File: config.mk
export PLATFORM = sky130hd
export DESIGN_NAME = mipi_csi2_pkt_ctrl
export DESIGN_NICKNAME = d
export VERILOG_FILES = /design/src/rtl/mipi_csi2_pkg.sv /design/src/rtl/mipi_csi2_hdr_decode.sv /design/src/rtl/mipi_csi2_pkt_ctrl.sv
export SDC_FILE = /design/constraint.sdc
export NUM_CORES = 1
export LEC_CHECK = 0
export CORE_MARGIN = 4
export CORE_UTILIZATION = 30
export CTS_CLUSTER_DIAMETER = 100
export DETAILED_ROUTE_END_ITERATION = 8
export GPL_ROUTABILITY_DRIVEN = 1
export GPL_TIMING_DRIVEN = 0
export PLACE_DENSITY = 0.52
export SYNTH_ARGS = -nofsm -noshare
export SYNTH_HDL_FRONTEND = slang
export SYNTH_SLANG_ARGS = --single-unit
File: constraint.sdc
create_clock -name clk_i -period 7.3 [get_ports clk_i]
set_input_delay 1.46 -clock clk_i [delete_from_list [all_inputs] [get_ports clk_i]]
set_output_delay 1.46 -clock clk_i [all_outputs]
set_load 0.01 [all_outputs]
File: src/rtl/mipi_csi2_pkg.sv
// Shared CSI-2 constants, header field offsets and packet-controller state encoding.
package mipi_csi2_pkg;

  localparam logic [5:0] DT_FS          = 6'h00;
  localparam logic [5:0] DT_FE          = 6'h01;
  localparam logic [5:0] DT_LS          = 6'h02;
  localparam logic [5:0] DT_LE          = 6'h03;
  localparam logic [5:0] DT_RAW10       = 6'h2B;
  localparam logic [5:0] DT_SHORT_LIMIT = 6'h10;

  // Bit offsets inside a 32-bit header beat (byte0 is first on the wire).
  localparam int DT_LSB  = 0;
  localparam int VC_LSB  = 6;
  localparam int WC_LSB  = 8;
  localparam int ECC_LSB = 24;

  typedef enum logic [1:0] {
    ST_IDLE    = 2'd0,
    ST_PAYLOAD = 2'd1,
    ST_DROP    = 2'd2
  } pkt_state_e;

endpackage

File: src/rtl/mipi_csi2_hdr_decode.sv
// Combinational split of a CSI-2 packet header into VC, DT, WC and simple class checks.
module mipi_csi2_hdr_decode
  import mipi_csi2_pkg::*;
(
  input  logic [23:0] hdr,
  output logic [1:0]  vc,
  output logic [5:0]  dt,
  output logic [15:0] wc,
  output logic        is_short,
  output logic        wc_ok
);

  assign vc       = hdr[VC_LSB +: 2];
  assign dt       = hdr[DT_LSB +: 6];
  assign wc       = hdr[WC_LSB +: 16];
  assign is_short = (dt < DT_SHORT_LIMIT);
  // A RAW10 line packs 4 pixels into 5 bytes, so only non-zero multiples of 5 are legal.
  assign wc_ok    = (wc != 16'd0) && ((wc % 16'd5) == 16'd0);

endmodule

File: src/rtl/mipi_csi2_pkt_ctrl.sv
// CSI-2 packet controller: decodes headers, tracks frame/line state and gates RAW10 payload to the unpacker.
module mipi_csi2_pkt_ctrl #(
  parameter logic [1:0] VC_DEFAULT = 2'd0,
  parameter logic [5:0] DT_RAW10   = 6'h2B
) (
  input  logic                      clk_i,
  input  logic                      reset_n_i,
  input  logic                      enable_i,
  input  logic [1:0]                vc_sel_i,
  input  logic                      clear_err_i,
  input  logic [31:0]               data_i,
  input  logic                      data_valid_i,
  input  logic                      sop_i,
  output logic [31:0]               unpack_data_o,
  output logic                      unpack_valid_o,
  output logic                      line_last_o,
  output logic                      frame_start_o,
  output logic                      frame_end_o,
  output logic                      frame_active_o,
  output logic [15:0]               line_count_o,
  output logic [15:0]               frame_count_o,
  output logic                      err_wc_o,
  output logic                      err_trunc_o,
  output logic                      err_seq_o,
  output mipi_csi2_pkg::pkt_state_e state_o
);
  import mipi_csi2_pkg::*;

  // Unpacker handshake: unpack_valid_o qualifies unpack_data_o for one cycle, there is
  // no backpressure, and unpack_data_o is forced to 0 whenever unpack_valid_o is low.

  pkt_state_e  state_q, state_d;
  logic [15:0] rem_q, rem_d;
  logic [1:0]  vc_sel_q;
  logic [31:0] data_q, data_d;
  logic        valid_q, valid_d, last_q, last_d, fs_q, fs_d, fe_q, fe_d;
  logic        active_q, active_d;
  logic [15:0] lc_q, lc_d, fc_q, fc_d;
  logic        ewc_q, ewc_d, etr_q, etr_d, esq_q, esq_d;
  logic        decode_hdr;

  logic [1:0]  hdr_vc;
  logic [5:0]  hdr_dt;
  logic [15:0] hdr_wc;
  logic        hdr_short, hdr_wc_ok;

  mipi_csi2_hdr_decode u_hdr_decode (
    .hdr      (data_i[23:0]),
    .vc       (hdr_vc),
    .dt       (hdr_dt),
    .wc       (hdr_wc),
    .is_short (hdr_short),
    .wc_ok    (hdr_wc_ok)
  );

  always_comb begin
    state_d    = state_q;
    rem_d      = rem_q;
    data_d     = 32'd0;
    valid_d    = 1'b0;
    last_d     = 1'b0;
    fs_d       = 1'b0;
    fe_d       = 1'b0;
    active_d   = active_q;
    lc_d       = lc_q;
    fc_d       = fc_q;
    ewc_d      = clear_err_i ? 1'b0 : ewc_q;
    etr_d      = clear_err_i ? 1'b0 : etr_q;
    esq_d      = clear_err_i ? 1'b0 : esq_q;
    decode_hdr = 1'b0;

    if (!enable_i) begin
      state_d = ST_IDLE;
    end else begin
      case (state_q)
        ST_IDLE, ST_DROP: begin
          if (data_valid_i && sop_i) decode_hdr = 1'b1;
        end
        ST_PAYLOAD: begin
          if (data_valid_i && sop_i) begin
            etr_d      = 1'b1;
            decode_hdr = 1'b1;
          end else if (!data_valid_i) begin
            // A gap would desynchronise the unpacker, so the rest of the line is discarded.
            etr_d   = 1'b1;
            state_d = ST_DROP;
          end else begin
            valid_d = 1'b1;
            data_d  = data_i;
            rem_d   = (rem_q > 16'd4) ? (rem_q - 16'd4) : 16'd0;
            if (rem_q <= 16'd4) begin
              last_d  = 1'b1;
              lc_d    = lc_q + 16'd1;
              state_d = ST_IDLE;
            end
          end
        end
        default: state_d = ST_IDLE;
      endcase
    end

    if (decode_hdr) begin
      state_d = ST_IDLE;
      if (hdr_vc != vc_sel_q) begin
        if (!hdr_short) state_d = ST_DROP;
      end else if (hdr_short) begin
        if (hdr_dt == DT_FS) begin
          fs_d     = 1'b1;
          active_d = 1'b1;
          lc_d     = 16'd0;
          if (active_q) esq_d = 1'b1;
        end else if (hdr_dt == DT_FE) begin
          fe_d     = 1'b1;
          active_d = 1'b0;
          if (active_q) fc_d = fc_q + 16'd1;
          else          esq_d = 1'b1;
        end
      end else if (hdr_dt == DT_RAW10) begin
        if (!hdr_wc_ok) begin
          ewc_d   = 1'b1;
          state_d = ST_DROP;
        end else if (!active_q) begin
          esq_d   = 1'b1;
          state_d = ST_DROP;
        end else begin
          rem_d   = hdr_wc;
          state_d = ST_PAYLOAD;
        end
      end else begin
        state_d = ST_DROP;
      end
    end
  end

  always_ff @(posedge clk_i) begin
    if (!reset_n_i) begin
      state_q  <= ST_IDLE;
      rem_q    <= 16'd0;
      vc_sel_q <= VC_DEFAULT;
      data_q   <= 32'd0;
      valid_q  <= 1'b0;
      last_q   <= 1'b0;
      fs_q     <= 1'b0;
      fe_q     <= 1'b0;
      active_q <= 1'b0;
      lc_q     <= 16'd0;
      fc_q     <= 16'd0;
      ewc_q    <= 1'b0;
      etr_q    <= 1'b0;
      esq_q    <= 1'b0;
    end else begin
      state_q  <= state_d;
      rem_q    <= rem_d;
      vc_sel_q <= vc_sel_i;
      data_q   <= data_d;
      valid_q  <= valid_d;
      last_q   <= last_d;
      fs_q     <= fs_d;
      fe_q     <= fe_d;
      active_q <= active_d;
      lc_q     <= lc_d;
      fc_q     <= fc_d;
      ewc_q    <= ewc_d;
      etr_q    <= etr_d;
      esq_q    <= esq_d;
    end
  end

  assign unpack_data_o  = data_q;
  assign unpack_valid_o = valid_q;
  assign line_last_o    = last_q;
  assign frame_start_o  = fs_q;
  assign frame_end_o    = fe_q;
  assign frame_active_o = active_q;
  assign line_count_o   = lc_q;
  assign frame_count_o  = fc_q;
  assign err_wc_o       = ewc_q;
  assign err_trunc_o    = etr_q;
  assign err_seq_o      = esq_q;
  assign state_o        = state_q;

endmodule
==> results of run 1 <==
stage by stage:
step           std cells  utilization  area, sq um  setup TNS, ps  setup WS, ps
2_1_floorplan        665            -         5490              0          1130
3_3_place_gp        1001        0.381         6850           -297         -34.9
3_5_place_dp        1001        0.381         6850          -1690          -233
4_1_cts             1016        0.398         7150              0           155
5_1_grt             1028        0.406         7290          -8.65         -8.65
6_report            1028        0.406         7290              0           405
metal layers:
| metal | share of wire | wire length (um) | vias to the layer above | track usage |
|---|---|---|---|---|
| met5 | 0 | 0 | - | 0 |
| met4 | 0.018 | 286 | 0 | 0.0550 |
| met3 | 0.046 | 732 | 24 | 0.0208 |
| met2 | 0.46 | 7420 | 150 | 0.251 |
| met1 | 0.47 | 7520 | 2473 | 0.206 |
| li1 | - | - | 2650 | - |
timing repair:
item,in CTS,in global routing
setup endpoints to repair,0,20
setup buffers,0,12
gates resized for setup,0,14
area by class of cell:
cell class                      instances  area share
Buffer                                 42      0.0297
Clock inverter                          5     0.00840
Sequential cell                        92       0.252
Tap cell                              229      0.0393
Multi-Input combinational cell        512       0.468
Clock buffer                           10      0.0328
Inverter                               19     0.00978
Timing Repair Buffer                  119       0.160
state kept, by name, summed over array words and instances, names as in the netlist:
name / cells
vc_sel_q: 2
frame_active_o: 1
err_seq_o: 1
line_count_o: 16
frame_count_o: 16
rem_q: 16
state_o: 2
frame_end_o: 1
err_trunc_o: 1
err_wc_o: 1
frame_start_o: 1
line_last_o: 1
unpack_valid_o: 1
unpack_data_o: 32
cell families after synthesis:
| group | Yosys count | synth area share |
|---|---|---|
| buf+inv | 61 | 0.0517 |
| xor+xnor | 47 | 0.0750 |
| mux | 24 | 0.0444 |
| compound gates | 123 | 0.178 |
| fa+ha+maj | 6 | 0.0137 |
| simple gates | 312 | 0.302 |
| flops | 92 | 0.335 |
power groups by stage:
stage,sequential (uW),clock (uW),combinational [uW]
floorplan,514,0,207
global placement,514,0,276
detailed placement,514,0,280
CTS,503,486,281
global route,503,510,329
finish,503,475,303
worst min-delay path: stages, from the launching register on:
cell     delay (ps)
dfxtp_1         310
nand3_1          70
mux2i_1          60
cells in the final DEF, fill, tap and decap left out, types with 4 or more instances in the layout:
| master | Yosys | layout |
|---|---|---|
| a211oi_1 | 7 | 6 |
| a21o_1 | 6 | 6 |
| a21oi_1 | 19 | 19 |
| a311oi_1 | 4 | 4 |
| a31oi_1 | 9 | 8 |
| and2_1 | 7 | 7 |
| and3_1 | 35 | 35 |
| buf_2 | 10 | 9 |
| buf_4 | 3 | 15 |
| clkbuf_1 | 26 | 25 |
| clkbuf_16 | 0 | 9 |
| clkdlybuf4s50_1 | 0 | 106 |
| dfxtp_1 | 92 | 92 |
| ha_1 | 6 | 6 |
| inv_1 | 17 | 17 |
| mux2i_1 | 21 | 21 |
| nand2_1 | 69 | 69 |
| nand2b_1 | 10 | 10 |
| nand3_1 | 25 | 25 |
| nand4_1 | 15 | 15 |
| nor2_1 | 59 | 57 |
| nor2b_1 | 12 | 11 |
| nor3_1 | 27 | 27 |
| nor3b_1 | 6 | 6 |
| nor4_1 | 7 | 7 |
| nor4bb_1 | 7 | 7 |
| o211ai_1 | 8 | 8 |
| o21ai_0 | 22 | 22 |
| o31ai_1 | 4 | 4 |
| or3_1 | 9 | 9 |
| or4_1 | 4 | 4 |
| xnor2_1 | 14 | 13 |
| xor2_1 | 33 | 33 |
how the worst max path moves through the flow:
stage | from | to | slack (ps)
floorplan | data_i[19] | rem_q[2] | 1130
global placement | data_i[22] | rem_q[9] | -30
detailed placement | data_i[22] | rem_q[12] | -230
CTS | data_i[22] | rem_q[12] | 150
global route | data_i[22] | rem_q[0] | -9
finish | data_i[22] | rem_q[12] | 400
==> results.md, run 1 <==
* Final Setup Violations at 0
* Syn. warnings at 0
* Die H at 143 um
* Post-Synthesis Net Count at between 700 and 800
* CTS Hold Bufs at 0
* Clock slew at reported path FFs at 70 ps
* Fin Hold WS at 485 ps
* Top cells by count, synth: 92 x dfxtp_1, 69 x nand2_1, 59 x nor2_1
* Ports at 114
* Ranking of synthesized cells by area: dfxtp_1 34%, xor2_1 5.3%, nand2_1 4.7%
* Most common cell in the netlist: dfxtp_1
* ANT cells at 0
* Power share of the sequential group at 0.392
* Clk buf depth at 2
* WHS Path Cells at 2
* Cell Area, Synth at around 5500 sq um
* Hold Crit Class: flop to flop
* Design Power at 1280 uW
* Buffers & Inverters on Critical Path at 5
* DRC marker count from the first detailed-route iteration at ~330
* Switching component of the power at 375 uW
* Fill cells at 1799
* Critical path class: input pin to flop
* DR vias at 5297
* Most frequent CP cell: mux2i_1
* Slowest stage cell, crit path: clkdlybuf4s50_1
* CTS buffer count at 9
* Total Routing Usage GR at 0.153
* Clock sinks at 92
* Synth top area share at 0.335
* Core area at 18000 sq um
* Sequential cell area at approximately 1800 sq um
* Levels on crit path at 26
* RR Startpoint: rem_q[10]
* Post-DRT Antenna Nets at 0
* Largest net degree at the start of global routing at 16
* Routed wire length at 16000 um
* Critical Path Start Type: input pin
* Unique masters post-synth at 79
* Crit path DAT at 7160 ps
* Ys flop type: dfxtp_1
* EDFF count, synth at 0
* Initial core utilization at 0.306
* # rows at 49
* Post-synthesis cell count at 665
* Crit path capture type: flop
* Final net count at 841
* Root Driver: clkbuf_16
* Count of final hold-check violations at 0
* Clk_skew at 8.67 ps
* Power Density at 176 nW/um^2
* Final count of pins violating max slew at 0
* Die X-Extent at 143 um
* Vias in the first global route at between 5000 and 6000
* Worst Hold End: rem_q[1]
* Post-synth ARST share at 0
* Net Sw Frac at 0.293
* Min Tclk post-route at approximately 6900 ps
* Seq/Total Area, Yosys at 0.335
* Hpwl dp at 11900 um
* Placer Congestion at roughly 0.87
* CP max FO at 10
* Area Overhead vs Synth at 32.9%
* Reg-to-Reg End: line_count_o[13]
* First-pass GRT wire length at 25400 um
* Die footprint at roughly 21000 sq um
* DR pass1 iterations at 5
* Synth area leader: dfxtp_1
* Grt total ovfl at 0
* # DRC at 0
* Max_slew headroom at 0.499
* Clk pwr share at 0.371
* Flop2flop setup slack at 4020 ps
* Initial antenna violation count at 0
* Worst skew pair latency at 350 ps
* Maximum clock rate at 145 MHz
* Syn_area_per_cell at 8.26 sq um
* P_int at roughly 900 uW
* WP data required at 7560 ps
* Layout cells sized above 1 at 0.0976
* CTS tree: yes
* Vias per cell at approximately 5
* Tcrit/Tclk final at 0.945
* Slew of the pin with the lowest slew margin at around 750 ps
* Logic pwr share at 0.237
* Area of the multi-input gates at 3410 sq um
* CP delay by family, top: compound AO/OA/AOI/OAI gates
* Peak VDD IR at 0.115 mV
* Hold_sp: rem_q[1]
* DR WL/cell at around 16 um
* Max stage delay on crit path at between 500 and 600 ps
* Max-Cap Viols at 0
* Status: finished clean
* Port-buffer cells at 107
* Lkg Pwr at about 0.0028 uW
* H-tree levels at 3
* Yosys reg bits at 92
* FF-to-FF path depth at 11
(Power assumes the default switching activity.)
==> inputs of run 2 (changes only) <==
- REMOVE_ABC_BUFFERS: default -> 1
==> run 2 against run 1 <==
Utilization decreased by 1.5 points. Flip-flop and latch count is the same. Count of clock-buffer cells in the layout shrank 1. Final cell count is 4.5% lower. Largest power group unchanged.
==> results.md, run 2 (synthesis results as in run 1) <==
* Commonest non-fill, non-tap cells in the layout: 106 x clkdlybuf4s50_1, 92 x dfxtp_1, 69 x nand2_1, 59 x nor2_1, 35 x and3_1 (was 106 x clkdlybuf4s50_1, 92 x dfxtp_1, 69 x nand2_1, 57 x nor2_1, 35 x and3_1)
* Power Density at 179 nW/um^2 (was 176 nW/um^2)
* Max-Cap Viols at 0 (unchanged)
* Post-DRT Antenna Nets at 0 (unchanged)
* Hold Crit Class: flop to flop (unchanged)
* Routed wire length at 15000 um (was 16000 um)
* DR pass1 iterations at 4 (was 5)
* Largest net degree at the start of global routing at 55 (was 16)
* Initial core utilization at 0.306 (unchanged)
* Critical path class: input pin to flop (unchanged)
* Core area at 18000 sq um (unchanged)
* Crit path DAT at 7040 ps (was 7160 ps)
* CTS buffer count at 9 (unchanged)
* CP max FO at 21 (was 10)
* Die footprint at 20500 sq um (unchanged)
* Design Power at 1260 uW (was 1280 uW)
* Die H at 143 um (unchanged)
* Clock sinks at 92 (unchanged)
* Placer Congestion at 0.855 (was 0.872)
* RSZ-0062 raised after global routing: false
* Crit path capture type: flop (unchanged)
* # rows at 49 (unchanged)
* WP data required at 7520 ps (was 7560 ps)
* Grt total ovfl at 0 (unchanged)
* Clk_skew at 12.2 ps (was 8.67 ps)
* Clk buf depth at 2 (unchanged)
* Hpwl dp at 10700 um (was 11900 um)
* Die X-Extent at 143 um (unchanged)
* Setup TNS at 0 ps (unchanged)
* Critical Path Start Type: input pin (unchanged)
* Min Tclk post-route at 6820 ps (was 6900 ps)
* Worst skew pair latency at 350 ps (about the same)
* ANT cells at 0 (unchanged)
* Maximum clock rate at 147 MHz (was 145 MHz)
* Final net count at 794 (was 841)
* Area Overhead vs Synth at 28.1% (was 32.9%)
* Root Driver: clkbuf_16 (unchanged)
* CTS tree: yes (unchanged)
* Count of final hold-check violations at 0 (unchanged)
* Peak VDD IR at 0.109 mV (was 0.115 mV)
* Status: finished clean (unchanged)
* Max_slew headroom at 0.233 (was 0.499)
* Number of flip-flops in the largest register at 32 (unchanged)
* Tcrit/Tclk final at 0.934 (was 0.945)
* Final Setup Violations at 0 (unchanged)
* Vias in the first global route at 4911 (was 5009)
* # DRC at 0 (unchanged)
* Slew of the pin with the lowest slew margin at 1140 ps (was 751 ps)
* Initial antenna violation count at 0 (unchanged)
* First-pass GRT wire length at 24700 um (was 25400 um)
* CTS Hold Bufs at 0 (unchanged)
* Final count of pins violating max slew at 0 (unchanged)
* Most common cell after layout, fill and taps aside: clkdlybuf4s50_1 (unchanged)
* DR WL/cell at 15.3 um (was 15.5 um)
* DR vias at 5072 (was 5297)
* DRC marker count from the first detailed-route iteration at 342 (was 327)
* Vias per cell at 5.16 (was 5.15)
* Layout cells sized above 1 at 0.0717 (was 0.0976)
* Port-buffer cells at 113 (was 107)
* Ports at 114 (unchanged)
* Clock slew at reported path FFs at 70 ps (about the same)
* Lkg Pwr at 0.00263 uW (was 0.00277 uW)
* H-tree levels at 3 (unchanged)
* Total Routing Usage GR at 0.145 (was 0.153)
==> run 2: cell count changes in the layout (fill, tap and decap cells not counted), moves of 2 or more <==
cell	change
clkbuf_1	-25
buf_4	-15
buf_2	-8
clkbuf_2	+4
buf_6	-2
inv_6	+2
nor2_1	+2
nor2_2	-2
==> run 2: area by class of cell <==
type,count,area [sq um]
fillers,1804,10900
multi-input cells,512,3400
flip-flops and latches,92,1840
repair buffers,114,1120
well taps,229,287
clock buffers,9,225
clock inverters,7,81.3
inverters,19,71.3
==> run 2: worst paths after layout <==
check,start,to,slack [ps],cells past startpoint
worst max-delay path,data_i[21],err_seq_o,480,22
worst min-delay path,rem_q[1],rem_q[1],480,2
worst max register to register,rem_q[10],line_count_o[13],3860,11
worst min register to register,rem_q[1],rem_q[1],480,2
==> run 2: report_power, final <==
group	leakage, uW	internal (uW)	switching, uW	total, uW
Clock	0.000147	270	211	482
Combinational	0.00175	111	163	274
Sequential	0.000741	502	0.411	503
Total	0.00263	884	375	1260
==> run 2: stage by stage <==
step | cells | hold WS [ps] | area, sq um | utilization | setup WS [ps]
global route | 982 | 506 | 7030 | 0.391 | 34.7
CTS | 982 | 484 | 7030 | 0.392 | 14.3
detailed placement | 965 | 476 | 6690 | 0.373 | -1100
finish | 982 | 480 | 7030 | 0.391 | 480
floorplan | 623 | 447 | 5280 | - | 819
global placement | 965 | 458 | 6700 | 0.373 | -906
==> run 2: what timing repair did <==
action	4_1_cts	5_1_grt
setup endpoints to repair	20	20
pin swaps	1	0
buffers inserted	1	0
resized for setup	8	14
endpoints found under the hold margin	0	0
==> run 2: worst max-delay path: stages <==
cell and delay [ps]:
clkbuf_2 270, nand2b_1 310, a311oi_1 310, o21a_2 200, a2bb2oi_4 340, mux2i_1 130
a22o_1 300, a211o_4 390, and3_1 200, a2111oi_4 340, o22a_2 310, xnor2_1 120
o221ai_2 270, nor2_1 120, ha_1 400, a211oi_1 110, a311oi_1 360, and3_1 200
a21o_1 130, nand4_2 170, or2_4 300, a2111oi_4 290
==> run 2: routing by layer <==
metal	routed length [um]	vias to the layer above	GRT usage	share of wire
met1	7280	2387	0.200	0.49
li1	-	2567	-	-
met5	0	-	0	0
met3	618	13	0.0214	0.041
met2	6850	105	0.231	0.46
met4	254	0	0.0555	0.017
==> inputs of run 3 (changes only) <==
- CORE_MARGIN: 4 -> 3
==> run 3 against run 2 <==
Die area down 2.8%. Wire length down 0.27%. Total power up 3.5%. Largest power group is now the clock network.
==> results.md, run 3 (synthesis results as in run 1) <==
* Status: finished clean (unchanged)
* Vias in the first global route at 4837 (was 4911)
* Tcrit/Tclk final at 0.939 (was 0.934)
* Hold Crit Class: flop to flop (unchanged)
* CTS Hold Bufs at 0 (unchanged)
* Dpl cells at 961 (was 965)
* Logic pwr share at 0.210 (was 0.218)
* Worst skew pair latency at 340 ps (was 350 ps)
* Critical path class: input pin to flop (unchanged)
* Routed wire length at 15000 um (about the same)
* Maximum clock rate at 146 MHz (was 147 MHz)
* Post-route setup slack at 448 ps (was 480 ps)
* Crit path capture type: flop (unchanged)
* Clk buf depth at 2 (unchanged)
* Total Routing Usage GR at 0.148 (was 0.145)
* Layout cells sized above 1 at 0.0651 (was 0.0717)
* Placed cell area at 6690 sq um (about the same)
* Core area at 17600 sq um (was 18000 sq um)
* Flop2flop setup slack at 3910 ps (was 3860 ps)
* FF-to-FF path depth at 11 (unchanged)
* Worst Hold End: rem_q[0] (was rem_q[1])
* CTS tree: yes (unchanged)
* Ports at 114 (unchanged)
* DR vias at 5086 (was 5072)
* Clock sinks at 92 (unchanged)
* Vias per cell at 5.20 (was 5.16)
* Number of flip-flops in the largest register at 32 (unchanged)
* Initial core utilization at 0.312 (was 0.306)
* Largest net degree at the start of global routing at 55 (unchanged)
* Die footprint at 20000 sq um (was 20500 sq um)
* DRC marker count from the first detailed-route iteration at 308 (was 342)
* Placer Congestion at 0.819 (was 0.855)
* Clk_skew at 6.54 ps (was 12.2 ps)
* Power Density at 184 nW/um^2 (was 179 nW/um^2)
* RR Startpoint: rem_q[10] (unchanged)
* CP delay by family, top: compound AO/OA/AOI/OAI gates (unchanged)
* Min Tclk post-route at 6850 ps (was 6820 ps)
* WP data required at 7520 ps (about the same)
* Layout Utilization at 0.402 (was 0.391)
* Worst path cell trace: dlymetal6s2s_1 > or3b_1 > o211ai_1 > o21ai_1 > a2bb2oi_4 > mux2i_1 > a22o_1 > a211o_4 > and3_1 > a2111oi_4 > o22a_2 > xnor2_1 > o221ai_2 > nor2_1 > ha_1 > a211oi_1 > a311oi_1 > and3_1 > a21o_1 > nand4_2 > or2_4 > a2111oi_4 (was clkbuf_2 > nand2b_1 > a311oi_1 > o21a_2 > a2bb2oi_4 > mux2i_1 > a22o_1 > a211o_4 > and3_1 > a2111oi_4 > o22a_2 > xnor2_1 > o221ai_2 > nor2_1 > ha_1 > a211oi_1 > a311oi_1 > and3_1 > a21o_1 > nand4_2 > or2_4 > a2111oi_4)
* First-pass GRT wire length at 24500 um (was 24700 um)
* Hpwl dp at 10700 um (about the same)
* Switching component of the power at 354 uW (was 375 uW)
* # DRC at 0 (unchanged)
* # rows at 48 (was 49)
* Post-place setup slack at -1040 ps (was -1100 ps)
* Port-buffer cells at 113 (unchanged)
* Max-Cap Viols at 0 (unchanged)
* Power share of the sequential group at 0.386 (was 0.400)
* Net Sw Frac at 0.272 (was 0.298)
* Post-DRT Antenna Nets at 0 (unchanged)
* Commonest non-fill, non-tap cells in the layout: 106 x clkdlybuf4s50_1, 92 x dfxtp_1, 69 x nand2_1, 59 x nor2_1, 35 x and3_1 (unchanged)
* DR pass1 iterations at 5 (was 4)
* CP max FO at 21 (unchanged)
* Die X-Extent at 141 um (was 143 um)
* Most common cell after layout, fill and taps aside: clkdlybuf4s50_1 (unchanged)
* Count of final hold-check violations at 0 (unchanged)
* Crit path DAT at 7080 ps (was 7040 ps)
* Max stage delay on crit path at 490 ps (was 400 ps)
* Buffers & Inverters on Critical Path at 1 (unchanged)
* Initial antenna violation count at 0 (unchanged)
* Lkg Pwr at 0.00267 uW (was 0.00263 uW)
* Final count of pins violating max slew at 0 (unchanged)
* Grt total ovfl at 0 (unchanged)
* Final Setup Violations at 0 (unchanged)
* Final net count at 795 (was 794)
* Fin cells at 978 (was 982)
* Slew of the pin with the lowest slew margin at 1170 ps (was 1140 ps)
* Clock slew at reported path FFs at 70 ps (about the same)
* Max_slew headroom at 0.213 (was 0.233)
* H-tree levels at 3 (unchanged)
* Area Overhead vs Synth at 28.8% (was 28.1%)
* RSZ-0062 raised after global routing: false (unchanged)
* Peak VDD IR at 0.129 mV (was 0.109 mV)
* Critical Path Start Type: input pin (unchanged)
* Root Driver: clkbuf_16 (unchanged)
* Slowest stage cell, crit path: dlymetal6s2s_1 (was ha_1)
* CTS buffer count at 9 (unchanged)
* Die H at 141 um (was 143 um)
* Clk pwr share at 0.403 (was 0.383)
* WHS Path Cells at 2 (unchanged)
* P_int at 948 uW (was 884 uW)
* Hold_sp: rem_q[0] (was rem_q[1])
* Design area at 7070 sq um (was 7030 sq um)
* Reg-to-Reg End: line_count_o[15] (was line_count_o[13])
* ANT cells at 0 (unchanged)
* DR WL/cell at 15.3 um (about the same)
-- run 3: changes by cell type in the layout (fill, tap and decap cells not counted), sizes merged --
cell and change:
inv -3, buf +1, clkbuf -1, clkinv -1, bufinv +2, clkinvlp -1
dlymetal6s2s +3
-- run 3: metrics by stage --
stage	total power, uW	setup TNS [ps]	hold WS, ps
after floorplan	699	0	447
after global placement	780	-17370	457
after detailed placement	783	-19570	470
after CTS	1320	0	478
after global routing	1370	0	507
final	1300	0	476
-- run 3: routing by layer --
metal / global-route usage / part of all wire
met5: 0 / 0
met4: 0.0474 / 0.017
met3: 0.0270 / 0.044
met2: 0.239 / 0.45
met1: 0.199 / 0.49
-- run 3: cell type report --
class                   count  area [sq um]
repair buffers            115          1150
multi-input cells         512          3390
fillers                  1793         10500
flip-flops and latches     92          1840
inverters                  19          71.3
clock inverters             4          98.8
clock buffers              11           233
well taps                 225           282
-- run 3: tightest hold or removal path: cells and delay by family, from the launching register on --
kind,cells,cell delay [ps]
mux,1,60
simple gates,1,60
flops,1,310
-- run 3: power groups by stage --
| stage | combinational (uW) | clock [uW] | sequential, uW |
|---|---|---|---|
| 3_5_place_dp | 269 | 0 | 514 |
| 3_3_place_gp | 265 | 0 | 514 |
| 2_1_floorplan | 184 | 0 | 514 |
| 4_1_cts | 273 | 541 | 503 |
| 5_1_grt | 304 | 561 | 503 |
| 6_report | 274 | 525 | 503 |
-- run 3: worst max-delay path by stage --
| stage | from | endpoint | slack [ps] | depth (start not counted) |
|---|---|---|---|---|
| detailed placement | data_i[22] | rem_q[12] | -1040 | 22 |
| finish | data_i[21] | err_seq_o | 450 | 22 |
| global placement | data_i[22] | rem_q[15] | -910 | 22 |
| global route | data_i[21] | err_seq_o | 9 | 22 |
| floorplan | data_i[22] | rem_q[0] | 820 | 21 |
| CTS | data_i[21] | err_seq_o | 30 | 22 |
-- run 3: repair_timing --
item                       CTS  global route
pin swaps                    1             0
setup endpoints to repair   20            20
resized for setup            7             9
buffers inserted             2             0
